**src/rtl/audio_out_sched.sv**
```systemverilog
// rtl/audio_out_sched.sv - MMIO stereo sample FIFO with playback scheduler FSM (optional IRQ: AUDIO_OUT_SCHED_IRQ_EN)
module audio_out_sched #(
    parameter logic [31:0] BASE  = 32'h40000040,
    parameter int          DEPTH = 8,
    parameter int          PRIME = 4
) (
    input  logic        CLK,
    input  logic        AUD_DACLRCK,
    input  logic        iMemWrite,
    input  logic        iMemRead,
    input  logic [31:0] iwMemAddress,
    input  logic [31:0] iwMemWriteData,
    output logic [31:0] oMemReadData,
    output logic        oReadHit,
    input  logic        iSampleReq,
    output logic [15:0] oSampleL,
    output logic [15:0] oSampleR,
    output logic        oSampleValid
`ifdef AUDIO_OUT_SCHED_IRQ_EN
    ,
    output logic        oIrq
`endif
);

    localparam int         PW      = $clog2(DEPTH);
    localparam logic [4:0] DEPTH_C = 5'(DEPTH);
    localparam logic [4:0] PRIME_C = 5'(PRIME);

    typedef enum logic [1:0] {
        IDLE   = 2'd0,
        FILL   = 2'd1,
        RUN    = 2'd2,
        STARVE = 2'd3
    } state_t;

    state_t        state;
    logic [31:0]   mem [DEPTH];
    logic [PW-1:0] rptr;
    logic [PW-1:0] wptr;
    logic [4:0]    count;
    logic [4:0]    count_n;
    logic          enable;
    logic          enable_n;
    logic          unf;
    logic          ovf;
    logic          irq_bit;

    logic wr_data;
    logic wr_ctrl;
    logic flush;
    logic clrstk;
    logic empty;
    logic full;
    logic pop;
    logic push_ok;
    logic ovf_set;
    logic unf_set;

    // Bus decode and FIFO accept/drop decisions; flush overrides both push and pop
    always_comb begin
        wr_data  = iMemWrite && (iwMemAddress == BASE);
        wr_ctrl  = iMemWrite && (iwMemAddress == BASE + 32'd8);
        flush    = wr_ctrl && iwMemWriteData[1];
        clrstk   = wr_ctrl && iwMemWriteData[2];
        empty    = (count == 5'd0);
        full     = (count == DEPTH_C);
        pop      = !flush && iSampleReq && (state == RUN) && !empty;
        unf_set  = !flush && iSampleReq && (state == RUN) && empty;
        push_ok  = !flush && wr_data && (!full || pop);
        ovf_set  = !flush && wr_data && full && !pop;
        enable_n = wr_ctrl ? iwMemWriteData[0] : enable;
    end

    // Next occupancy: a simultaneous push and pop cancel out
    always_comb begin
        count_n = count;
        if (flush) begin
            count_n = 5'd0;
        end else if (push_ok && !pop) begin
            count_n = count + 5'd1;
        end else if (pop && !push_ok) begin
            count_n = count - 5'd1;
        end
    end

    // Sample storage; contents are discarded by pointer reset, so no reset here
    always_ff @(posedge CLK) begin
        if (push_ok) begin
            mem[wptr] <= iwMemWriteData;
        end
    end

    // Pointers, sticky flags, scheduler FSM and registered sample outputs
    always_ff @(posedge CLK or negedge AUD_DACLRCK) begin
        if (!AUD_DACLRCK) begin
            rptr         <= '0;
            wptr         <= '0;
            count        <= 5'd0;
            enable       <= 1'b0;
            unf          <= 1'b0;
            ovf          <= 1'b0;
            state        <= IDLE;
            oSampleL     <= 16'd0;
            oSampleR     <= 16'd0;
            oSampleValid <= 1'b0;
        end else begin
            enable <= enable_n;
            count  <= count_n;
            if (flush) begin
                rptr <= '0;
                wptr <= '0;
            end else begin
                if (pop) begin
                    rptr <= rptr + 1'b1;
                end
                if (push_ok) begin
                    wptr <= wptr + 1'b1;
                end
            end
            unf <= (unf && !clrstk) || unf_set;
            ovf <= (ovf && !clrstk) || ovf_set;

            // Every request is answered; only a real pop carries data
            oSampleValid <= iSampleReq;
            if (iSampleReq) begin
                oSampleL <= pop ? mem[rptr][31:16] : 16'd0;
                oSampleR <= pop ? mem[rptr][15:0]  : 16'd0;
            end

            if (!enable) begin
                state <= IDLE;
            end else begin
                case (state)
                    IDLE:    state <= FILL;
                    FILL:    state <= (count >= PRIME_C) ? RUN : FILL;
                    RUN: begin
                        if (flush) begin
                            state <= FILL;
                        end else if (unf_set) begin
                            state <= STARVE;
                        end
                    end
                    STARVE:  state <= (count >= PRIME_C) ? RUN : STARVE;
                    default: state <= IDLE;
                endcase
            end
        end
    end

`ifdef AUDIO_OUT_SCHED_IRQ_EN
    // Refill request: enabled but below the priming threshold
    always_ff @(posedge CLK or negedge AUD_DACLRCK) begin
        if (!AUD_DACLRCK) begin
            oIrq <= 1'b0;
        end else begin
            oIrq <= enable_n && (count_n < PRIME_C);
        end
    end

    // STATUS mirror of the interrupt line
    always_comb begin
        irq_bit = oIrq;
    end
`else
    // No interrupt line in this build; STATUS bit reads 0
    always_comb begin
        irq_bit = 1'b0;
    end
`endif

    // Combinational register read port
    always_comb begin
        oMemReadData = 32'd0;
        oReadHit     = 1'b0;
        if (iMemRead) begin
            if (iwMemAddress == BASE + 32'd4) begin
                oReadHit     = 1'b1;
                oMemReadData = {20'd0, irq_bit, state, ovf, unf, full, empty, count};
            end else if (iwMemAddress == BASE + 32'd8) begin
                oReadHit     = 1'b1;
                oMemReadData = {31'd0, enable};
            end
        end
    end

endmodule

```
**config.mk**
```make
export PLATFORM = sky130hd
export DESIGN_NAME = audio_out_sched
export DESIGN_NICKNAME = d
export VERILOG_FILES = /design/src/rtl/audio_out_sched.sv
export SDC_FILE = /design/constraint.sdc
export NUM_CORES = 1
export LEC_CHECK = 0
export BUFFER_PORTS_ARGS = -buffer_cell sky130_fd_sc_hd__buf_2
export CAP_MARGIN = 20
export CORE_MARGIN = 2
export CORE_UTILIZATION = 37
export DETAILED_ROUTE_END_ITERATION = 12
export SLEW_MARGIN = 20
export SYNTH_ARGS = -nofsm -noshare
export SYNTH_HDL_FRONTEND = slang
export SYNTH_SLANG_ARGS = --single-unit
export TNS_END_PERCENT = 100
```
**constraint.sdc**
```tcl
create_clock -name CLK -period 5.4 [get_ports CLK]
set_input_delay 0.81 -clock CLK [delete_from_list [all_inputs] [get_ports CLK]]
set_output_delay 0.81 -clock CLK [all_outputs]
set_load 0.03 [all_outputs]
```
==> results.md, run 1 <==
* R2R depth at 10
* Pleak at 5.07 nW
* Async set-reset flop share out of synthesis at 16.1%
* RR Endpoint: count[4]
* Htree depth at 1
* Multi-input logic area at 0.00310 mm2
* Synth area leaders: edfxtp_1, mux4_2, dfrtp_1
* Fillers at 2871
* Most used DFF post-synth: edfxtp_1
* Clock sinks at 305
* Starting Density at 37.7%
* Post-synth EDFFs at 256
* Slew Viols, Final at 0
* Kind of path behind the tightest hold check: in -> async
* Yosys warnings at 0
* Power Density at 336 mW/mm2
* Clk_lat worst skew at 0.55 ns
* Worst Skew at 0.0134 ns
* R2R setup slack at 1.96 ns
* Unrepaired setup endpoints after global routing: no
* Post-CTS resize count at 0
* Synth area leader: edfxtp_1
* Largest net degree at the start of global routing at 52
* Initial drt markers at 503
* Netlist cell types at 53
* Tightest Pin Transition at 0.905 ns
* CTS Buf Count at 31
* Seq cells post-synth at 305
* DIE WIDTH at 186 um
* Mapped Cells at 658
* Max-Cap Viols at 0
* Ports at 135
* Design Power at 4.91 mW
* Most frequent cell on the critical path: nand2_1
* Critical-path cell list: nor3_4 > nand2_1 > a21oi_2 > nand2_1 > fa_1 > a21o_1 > a21oi_1 > a2111oi_2 > and3_1 > or4_1
* Sequential share of the synthesized area at 72.4%
* Fin crit share at 63.6%
* DP HPWL at 16.2 mm
* Post-route ant nets at 0
* # diodes at 0
* CP top delay family: simple AND/OR/NAND/NOR gates
* CTS tree: done
* Max Freq at 291 MHz
* Max stage delay on crit path at 0.51 ns
* Syn Area/Cell at 18.7 um2
* Port bufs at 113
* WP depth at 10
* DIE AREA at 0.0348 mm2
* Setup violators final at 0
* Max-slew headroom at 39.7%
* Crit path buf inv count at 0
* Initial antenna violation count at 2
* Data required time of the worst path at 5.82 ns
* Via density per instance at 4.98
* Via count at 6307
* Number of setup buffers added after CTS at 0
* CTS Root Cell: clkbuf_16
* Synth top area share at 62.4%
* Row count at 66
* Grt total ovfl at 0
* Hold buffer count at CTS at 0
* First-pass GRT wire length at 40.3 mm
* Core region area at 0.0327 mm2
* Post-DR wirelength/cell at 20.9 um
* # nets final at 877
* Final-report hold violation count at 0
* Critical path capture point type: flop
* Drt drc at 0
* Reg clk slew, reported paths at 0.06 ns
* Synthesized area at 0.0123 mm2
* P&R area growth vs syn at 18.4%
* Post-Route WL at 26.5 mm
* Number of global-route vias before repair at 6502
* R2R Path Start: count[0]
* Slowest-stage cell, CP: or4_1
* Clk buf depth at 3
* All-layer global routing usage at 15.2%
* Sum Neg Setup Slack at 0 ns
* DR pass1 iterations at 5
* Outcome: complete, no violations
* Critical setup path kind: reg -> reg
* GPL Wtd Cong at 0.793
* Crit Path Max Fanout at 6
* Register area at 0.00892 mm2
* Worst path arrival time at 3.86 ns
* Final Critical Period at 3.44 ns
* Ratio of cells with drive above 1 in the final layout at 33.7%
* Crit path launch type: flop
* Worst VDD drop at 0.259 mV
* Die height at 186 um
* CP startpoint: count[0]
==> cell families (layout without fill, tap and decap cells) <==
logic type | count (synthesis) | after routing | share of synthesized area, %
buf+inv | 88 | 235 | 3.51
mux | 101 | 101 | 14.8
compound gates | 58 | 58 | 3.27
simple gates | 93 | 93 | 4.88
xor+xnor | 5 | 5 | 0.356
other cells | 1 | 21 | 0.0304
flops | 305 | 305 | 72.4
fa+ha+maj | 7 | 7 | 0.772
==> worst max-delay path by stage <==
stage	to	slack [ns]
3_3_place_gp	count[4]	1.52
4_1_cts	count[4]	2.00
3_5_place_dp	count[4]	1.45
2_1_floorplan	mem[0][0]	0.84
5_1_grt	count[4]	1.76
6_report	count[4]	1.96
==> where the power goes <==
part | total, mW | switching, mW | internal [mW]
clock network | 2.26 | 0.867 | 1.39
registers | 2.55 | 0.0000578 | 2.55
logic | 0.0980 | 0.0744 | 0.0236
total | 4.91 | 0.941 | 3.97
==> routing by layer <==
metal | wire length (um) | GRT usage (%) | share of wire, % | up-vias
li1 | - | - | - | 2867
met1 | 11800 | 21.3 | 44 | 3207
met2 | 12900 | 25.2 | 49 | 189
met3 | 1350 | 2.43 | 5.1 | 40
met4 | 505 | 3.33 | 1.9 | 4
met5 | 21 | 0 | 0.079 | -
==> through the flow <==
stage	worst slack, ns	util (%)	hold slack, ns	area (um2)	instances
2_1_floorplan	0.844	-	0.472	12400	678
3_3_place_gp	1.52	41.2	0.513	13500	1209
3_5_place_dp	1.45	41.2	0.502	13500	1209
4_1_cts	2.00	44.5	0.274	14600	1266
5_1_grt	1.76	44.6	0.290	14600	1267
6_report	1.96	44.6	0.267	14600	1267
==> registers in the layout (all words and copies together), names as in the netlist <==
signal	count
ovf	1
mem	256
rptr	3
enable	1
unf	1
oSampleL	16
count	5
oSampleR	16
state	2
wptr	3
oSampleValid	1
==> cell type report <==
| class | count | area share, % |
|---|---|---|
| flip-flops and latches | 305 | 61.1 |
| multi-input cells | 285 | 21.3 |
| clock buffers | 41 | 5.85 |
| repair buffers | 138 | 5.30 |
| well taps | 442 | 3.79 |
| clock inverters | 16 | 1.63 |
| inverters | 40 | 1.03 |
==> Yosys cell counts, drive strengths merged (2+ instances only) <==
cell / number
a21o: 2
a21oi: 5
a22o: 2
and2: 3
and3: 5
and4: 3
buf: 36
clkbuf: 12
dfrtp: 49
edfxtp: 256
ha: 6
inv: 40
mux2i: 36
mux4: 64
nand2: 25
nand2b: 3
nand3: 7
nand4: 3
nor2: 24
nor2b: 2
nor3: 6
nor4: 6
nor4b: 2
o21ai: 4
o22ai: 33
o32ai: 3
xnor2: 2
xor2: 3
==> layout by cell type, fill, tap and decap left out, types with 3 or more instances in the layout <==
master,netlist,final
nor2_4,0,6
buf_4,22,24
mux4_2,64,64
nand2b_1,3,3
edfxtp_1,256,256
xor2_1,3,3
and3_1,5,5
clkinv_2,0,4
clkinvlp_4,0,4
bufinv_16,0,6
clkbuf_16,0,31
nor2_1,24,18
nor3_1,5,3
o21ai_0,4,4
ha_1,6,6
conb_1,1,21
nand2_1,25,25
nand3_1,7,7
clkbuf_8,0,4
inv_1,40,40
nor4_2,3,3
mux2i_1,35,35
a21oi_1,3,3
clkbuf_1,12,6
and4_1,3,3
and2_1,3,3
dfrtp_1,49,46
o22ai_1,33,33
nor4_4,3,3
o32ai_1,3,3
buf_2,10,113
Note: power is estimated with default switching activity, not from simulation.
==> run 2: changes to the inputs <==
==> constraint.sdc (replaced) <==
create_clock -name CLK -period 3.5 [get_ports CLK]
set_input_delay 0.525 -clock CLK [delete_from_list [all_inputs] [get_ports CLK]]
set_output_delay 0.525 -clock CLK [all_outputs]
set_load 0.03 [all_outputs]
==> run 2 against run 1 <==
Clock skew rose by 0.0099 ns; worst setup slack got worse by 1.6 ns; flip-flop and latch count did not move; combinational power rose by 55%; largest power group unchanged.
==> results.md, run 2 (same netlist as run 1, synthesis figures left out) <==
* Outcome: complete, no violations (unchanged)
* Starting Density at 37.7% (unchanged)
* Htree depth at 2 (was 1)
* Number of setup buffers added after CTS at 0 (unchanged)
* Post-route ant nets at 0 (unchanged)
* Dpl cells at 1223 (was 1209)
* Critical setup path kind: reg -> reg (unchanged)
* Grt total ovfl at 0 (unchanged)
* Die height at 186 um (unchanged)
* Clk buf depth at 3 (unchanged)
* Unrepaired setup endpoints after global routing: no (unchanged)
* GPL Wtd Cong at 0.779 (was 0.793)
* # diodes at 0 (unchanged)
* Initial drt markers at 319 (was 503)
* Biggest register: mem (unchanged)
* Design Power at 7.49 mW (was 4.91 mW)
* R2R depth at 10 (unchanged)
* Most frequent cells in the layout: edfxtp_1, buf_2, mux4_2 (unchanged)
* Port bufs at 113 (unchanged)
* Worst VDD drop at 0.477 mV (was 0.259 mV)
* Number of global-route vias before repair at 6710 (was 6502)
* Kind of path behind the tightest hold check: in -> async (unchanged)
* Leading cell type in the layout, fill and taps excluded: edfxtp_1 (unchanged)
* Worst Skew at 0.0233 ns (was 0.0134 ns)
* Via count at 6337 (was 6307)
* Critical path capture point type: flop (unchanged)
* Final Instance Count excl. Fillers at 1285 (was 1267)
* Initial antenna violation count at 3 (was 2)
* Largest register FFs at 256 (unchanged)
* Data required time of the worst path at 3.87 ns (was 5.82 ns)
* First-pass GRT wire length at 40.0 mm (was 40.3 mm)
* Slew Viols, Final at 0 (unchanged)
* Post-DR wirelength/cell at 20.1 um (was 20.9 um)
* Worst path arrival time at 3.49 ns (was 3.86 ns)
* Max-Cap Viols at 0 (unchanged)
* Fin crit share at 89.1% (was 63.6%)
* Core region area at 0.0327 mm2 (unchanged)
* Top flop regs: mem: 256 flops, oSampleL: 16 flops, oSampleR: 16 flops (unchanged)
* DIE WIDTH at 186 um (unchanged)
* Max-slew headroom at 50.0% (was 39.7%)
* Setup violators final at 0 (unchanged)
* Max Freq at 321 MHz (was 291 MHz)
* Row count at 66 (unchanged)
* Final Util at 45.2% (was 44.6%)
* Hold buffer count at CTS at 0 (unchanged)
* Final Critical Period at 3.12 ns (was 3.44 ns)
* All-layer global routing usage at 15.1% (was 15.2%)
* Clk_lat worst skew at 0.52 ns (was 0.55 ns)
* Sum Neg Setup Slack at 0 ns (unchanged)
* P&R area growth vs syn at 19.9% (was 18.4%)
* Power Density at 507 mW/mm2 (was 336 mW/mm2)
* DP HPWL at 15.8 mm (was 16.2 mm)
* Crit Path Max Fanout at 5 (was 6)
* Post-Route WL at 25.9 mm (was 26.5 mm)
* CTS tree: done (unchanged)
* Ratio of cells with drive above 1 in the final layout at 34.0% (was 33.7%)
* Ports at 135 (unchanged)
* Crit path launch type: flop (unchanged)
* Final-report hold violation count at 0 (unchanged)
* Via density per instance at 4.93 (was 4.98)
* # nets final at 893 (was 877)
* Clock sinks at 305 (unchanged)
* Reg clk slew, reported paths at 0.06 ns (about the same)
* DP Area at 0.0137 mm2 (was 0.0135 mm2)
* Largest net degree at the start of global routing at 67 (was 52)
* Pleak at 5.15 nW (was 5.07 nW)
* Post-CTS resize count at 0 (unchanged)
* DR pass1 iterations at 5 (unchanged)
* DIE AREA at 0.0348 mm2 (unchanged)
* Tightest Pin Transition at 0.750 ns (was 0.905 ns)
* Drt drc at 0 (unchanged)
* CTS Root Cell: clkbuf_16 (unchanged)
* Design Area, Final at 0.0148 mm2 (was 0.0146 mm2)
* CTS Buf Count at 34 (was 31)
==> run 2: worst paths after layout <==
path                                     to                from  slack (ns)
worst min register to register  oSampleR[5]         oSampleR[5]        0.52
max in group asynchronous       oSampleL[7]         AUD_DACLRCK        2.72
worst min-delay path                rptr[0]         AUD_DACLRCK        0.08
worst max-delay path               count[4]            count[2]        0.38
worst max register to register     count[4]            count[2]        0.38
min in group CLK                 mem[6][12]  iwMemWriteData[12]        0.28
==> run 2: area by class of cell <==
cell class | count | area, um2
Multi-Input combinational cell | 285 | 3110
Clock buffer | 53 | 983
Timing Repair Buffer | 151 | 951
Inverter | 40 | 150
Fill cell | 2816 | 17900
Sequential cell | 305 | 8920
Tap cell | 442 | 553
Clock inverter | 9 | 93.8
==> run 2: routing by layer <==
layer  track usage, %  up-vias  share of wire, %
li1                 -     2893                 -
met1             20.3     3234                44
met2             25.1      163                49
met3             3.12       43               5.1
met4             4.00        4               1.8
met5                0        -             0.097
==> run 2: worst max-delay path, cell delays in order, from the launching register on <==
cell and delay [ns]:
dfrtp_1 0.47, nor3_4 0.24, nand2_1 0.20, a21oi_2 0.19
nand2_1 0.11, fa_1 0.43, a21o_1 0.19, a21oi_1 0.31
a2111oi_2 0.11, and3_1 0.20, or4_1 0.52
==> run 2: where the power goes <==
group	total, mW	switching [mW]	internal, mW
combinational	0.152	0.113	0.0388
sequential	3.94	0.000114	3.94
clock	3.40	1.38	2.03
total	7.49	1.49	6.00
==> run 2: through the flow <==
stage / hold WS [ns] / worst slack [ns]
3_5_place_dp: 0.514 / -0.00960
2_1_floorplan: 0.229 / 0.0960
5_1_grt: 0.146 / 0.240
4_1_cts: 0.0999 / 0.421
3_3_place_gp: 0.506 / 0.104
6_report: 0.0807 / 0.382
==> run 3: changes to the inputs <==
==> constraint.sdc (replaced) <==
create_clock -name CLK -period 3.3 [get_ports CLK]
set_input_delay 0.495 -clock CLK [delete_from_list [all_inputs] [get_ports CLK]]
set_output_delay 0.495 -clock CLK [all_outputs]
set_load 0.03 [all_outputs]
==> run 3 against run 2 <==
Maximum frequency is 4.9% higher; worst setup slack lost 0.055 ns; final area is essentially flat; clock-buffer cell count is 7 lower; combinational power up 7%; cell count about the same; clock skew decreased by 0.0091 ns; worst hold slack lost 0.048 ns; total power up 4.9%; wire length grew 0.57%; register-to-register slack worse by 0.05 ns; sequential share of layout area about the same.
==> results.md, run 3 (same netlist as run 1, synthesis figures left out) <==
* CTS Root Cell: clkbuf_16 (unchanged)
* DP HPWL at 15.7 mm (was 15.8 mm)
* DR pass1 iterations at 4 (was 5)
* RR Endpoint: count[4] (unchanged)
* R2R Path Start: state[0] (was count[2])
* # nets final at 897 (was 893)
* Slowest-stage cell, CP: or4_1 (unchanged)
* Data required time of the worst path at 3.68 ns (was 3.87 ns)
* Clk_lat worst skew at 0.51 ns (was 0.52 ns)
* CTS Buf Count at 34 (unchanged)
* Fillers at 2865 (was 2816)
* Pleak at 5.17 nW (was 5.15 nW)
* Unrepaired setup endpoints after global routing: no (unchanged)
* Die height at 186 um (unchanged)
* Max-Cap Viols at 0 (unchanged)
* Worst VDD drop at 0.292 mV (was 0.477 mV)
* Kind of path behind the tightest hold check: in -> async (unchanged)
* Design Area, Final at 0.0148 mm2 (about the same)
* Largest net degree at the start of global routing at 67 (unchanged)
* Htree depth at 2 (unchanged)
* Number of setup buffers added after CTS at 0 (unchanged)
* Post-DR wirelength/cell at 20.2 um (was 20.1 um)
* Worst path arrival time at 3.35 ns (was 3.49 ns)
* Initial antenna violation count at 2 (was 3)
* Outcome: complete, no violations (unchanged)
* Final-report hold violation count at 0 (unchanged)
* Max-slew headroom at 33.4% (was 50.0%)
* Row count at 66 (unchanged)
* CTS tree: done (unchanged)
* Post-CTS resize count at 0 (unchanged)
* R2R depth at 11 (was 10)
* Setup WS pre-CTS at -0.0262 ns (was -0.00960 ns)
* Power Density at 532 mW/mm2 (was 507 mW/mm2)
* # diodes at 0 (unchanged)
* Critical path capture point type: flop (unchanged)
* Max stage delay on crit path at 0.50 ns (was 0.52 ns)
* Leading cell type in the layout, fill and taps excluded: edfxtp_1 (unchanged)
* Register area at 0.00892 mm2 (unchanged)
* All-layer global routing usage at 15.3% (was 15.1%)
* First-pass GRT wire length at 40.6 mm (was 40.0 mm)
* DIE WIDTH at 186 um (unchanged)
* Grt total ovfl at 0 (unchanged)
* Critical setup path kind: reg -> reg (unchanged)
* Post-Route WL at 26.0 mm (was 25.9 mm)
* Ratio of cells with drive above 1 in the final layout at 35.0% (was 34.0%)
* Core region area at 0.0327 mm2 (unchanged)
* Fin crit share at 90.1% (was 89.1%)
* Reg clk slew, reported paths at 0.06 ns (about the same)
* Hold buffer count at CTS at 0 (unchanged)
* Critical-path cell list: nand3b_4 > o2111a_1 > a21oi_2 > nand2_1 > buf_4 > ha_1 > a21o_1 > a21oi_1 > a2111oi_2 > and3_1 > or4_1 (was nor3_4 > nand2_1 > a21oi_2 > nand2_1 > fa_1 > a21o_1 > a21oi_1 > a2111oi_2 > and3_1 > or4_1)
* Post-route ant nets at 0 (unchanged)
* Clock sinks at 305 (unchanged)
* Tightest Pin Transition at 0.999 ns (was 0.750 ns)
* Clk buf depth at 3 (unchanged)
* Ports at 135 (unchanged)
* Most frequent cells in the layout: edfxtp_1, buf_2, mux4_2 (unchanged)
* Drt drc at 0 (unchanged)
* Top flop regs: mem: 256 flops, oSampleL: 16 flops, oSampleR: 16 flops (unchanged)
* Initial drt markers at 450 (was 319)
* DIE AREA at 0.0348 mm2 (unchanged)
* Biggest register: mem (unchanged)
* Port bufs at 113 (unchanged)
* Number of global-route vias before repair at 6804 (was 6710)
* DP Area at 0.0137 mm2 (about the same)
* Via density per instance at 4.97 (was 4.93)
* Crit Path Max Fanout at 5 (unchanged)
* Final WS setup at 0.327 ns (was 0.382 ns)
* Final Critical Period at 2.97 ns (was 3.12 ns)
* Multi-input logic area at 0.00311 mm2 (unchanged)
* GPL Wtd Cong at 0.811 (was 0.779)
* Worst Skew at 0.0142 ns (was 0.0233 ns)
* P&R area growth vs syn at 19.9% (about the same)
* Slew Viols, Final at 0 (unchanged)
* Setup violators final at 0 (unchanged)
* Via count at 6392 (was 6337)
* Largest register FFs at 256 (unchanged)
* Starting Density at 37.7% (unchanged)
* R2R setup slack at 0.33 ns (was 0.38 ns)
* Crit path launch type: flop (unchanged)
* Max Freq at 336 MHz (was 321 MHz)
run 3: cell count changes in the layout (fill, tap and decap cells not counted), sizes merged:
cell,previous run,this run
clkbuf,53,46
clkinv,4,9
buf,151,155
bufinv,1,0
run 3: area by class of cell:
type                            instances  share of cell area [%]
Sequential cell                       305                    60.4
Multi-Input combinational cell        285                    21.1
Timing Repair Buffer                  155                    6.72
Clock buffer                           46                    6.48
Tap cell                              442                    3.74
Inverter                               40                    1.02
Clock inverter                         13                   0.584
run 3: worst max path at each step:
stage / from / endpoint / slack [ns]
final: state[0] / count[4] / 0.33
after global routing: state[0] / count[4] / 0.10
after CTS: state[0] / count[4] / 0.35
after detailed placement: iwMemAddress[22] / count[4] / -0.03
after global placement: iwMemAddress[22] / count[4] / 0.008
after floorplan: iwMemAddress[4] / mem[7][0] / -0.07
run 3: worst max-delay path: cells and delay by family, from the launching register on:
| family | cells | cell delay, ns |
|---|---|---|
| fa+ha+maj | 1 | 0.29 |
| compound gates | 5 | 0.97 |
| flops | 1 | 0.42 |
| simple gates | 4 | 1.01 |
| buf+inv | 1 | 0.16 |
run 3: where the power goes:
group | internal (mW) | leakage (nW) | switching (mW)
Clock | 2.05 | 0.515 | 1.47
Sequential | 4.18 | 2.95 | 0.0000942
Combinational | 0.0411 | 1.70 | 0.121
run 3: through the flow:
stage | hold WS, ns | total power, mW | instances | util (%) | setup TNS, ns
after global routing | 0.0851 | 8.11 | 1286 | 45.2 | 0
after global placement | 0.497 | 4.42 | 1227 | 42.0 | 0
final | 0.0331 | 7.86 | 1286 | 45.2 | 0
after floorplan | 0.199 | 4.33 | 678 | - | -14.12
after CTS | 0.0416 | 7.95 | 1286 | 45.2 | 0
after detailed placement | 0.508 | 4.42 | 1227 | 42.0 | -0.0262
run 3: routing by layer:
metal / track usage (%) / part of all wire (%) / up-vias
li1: - / - / 2906
met4: 4.15 / 1.8 / 4
met2: 25.1 / 48 / 169
met1: 20.7 / 44 / 3271
met3: 3.20 / 5.4 / 42
met5: 0 / 0.088 / -
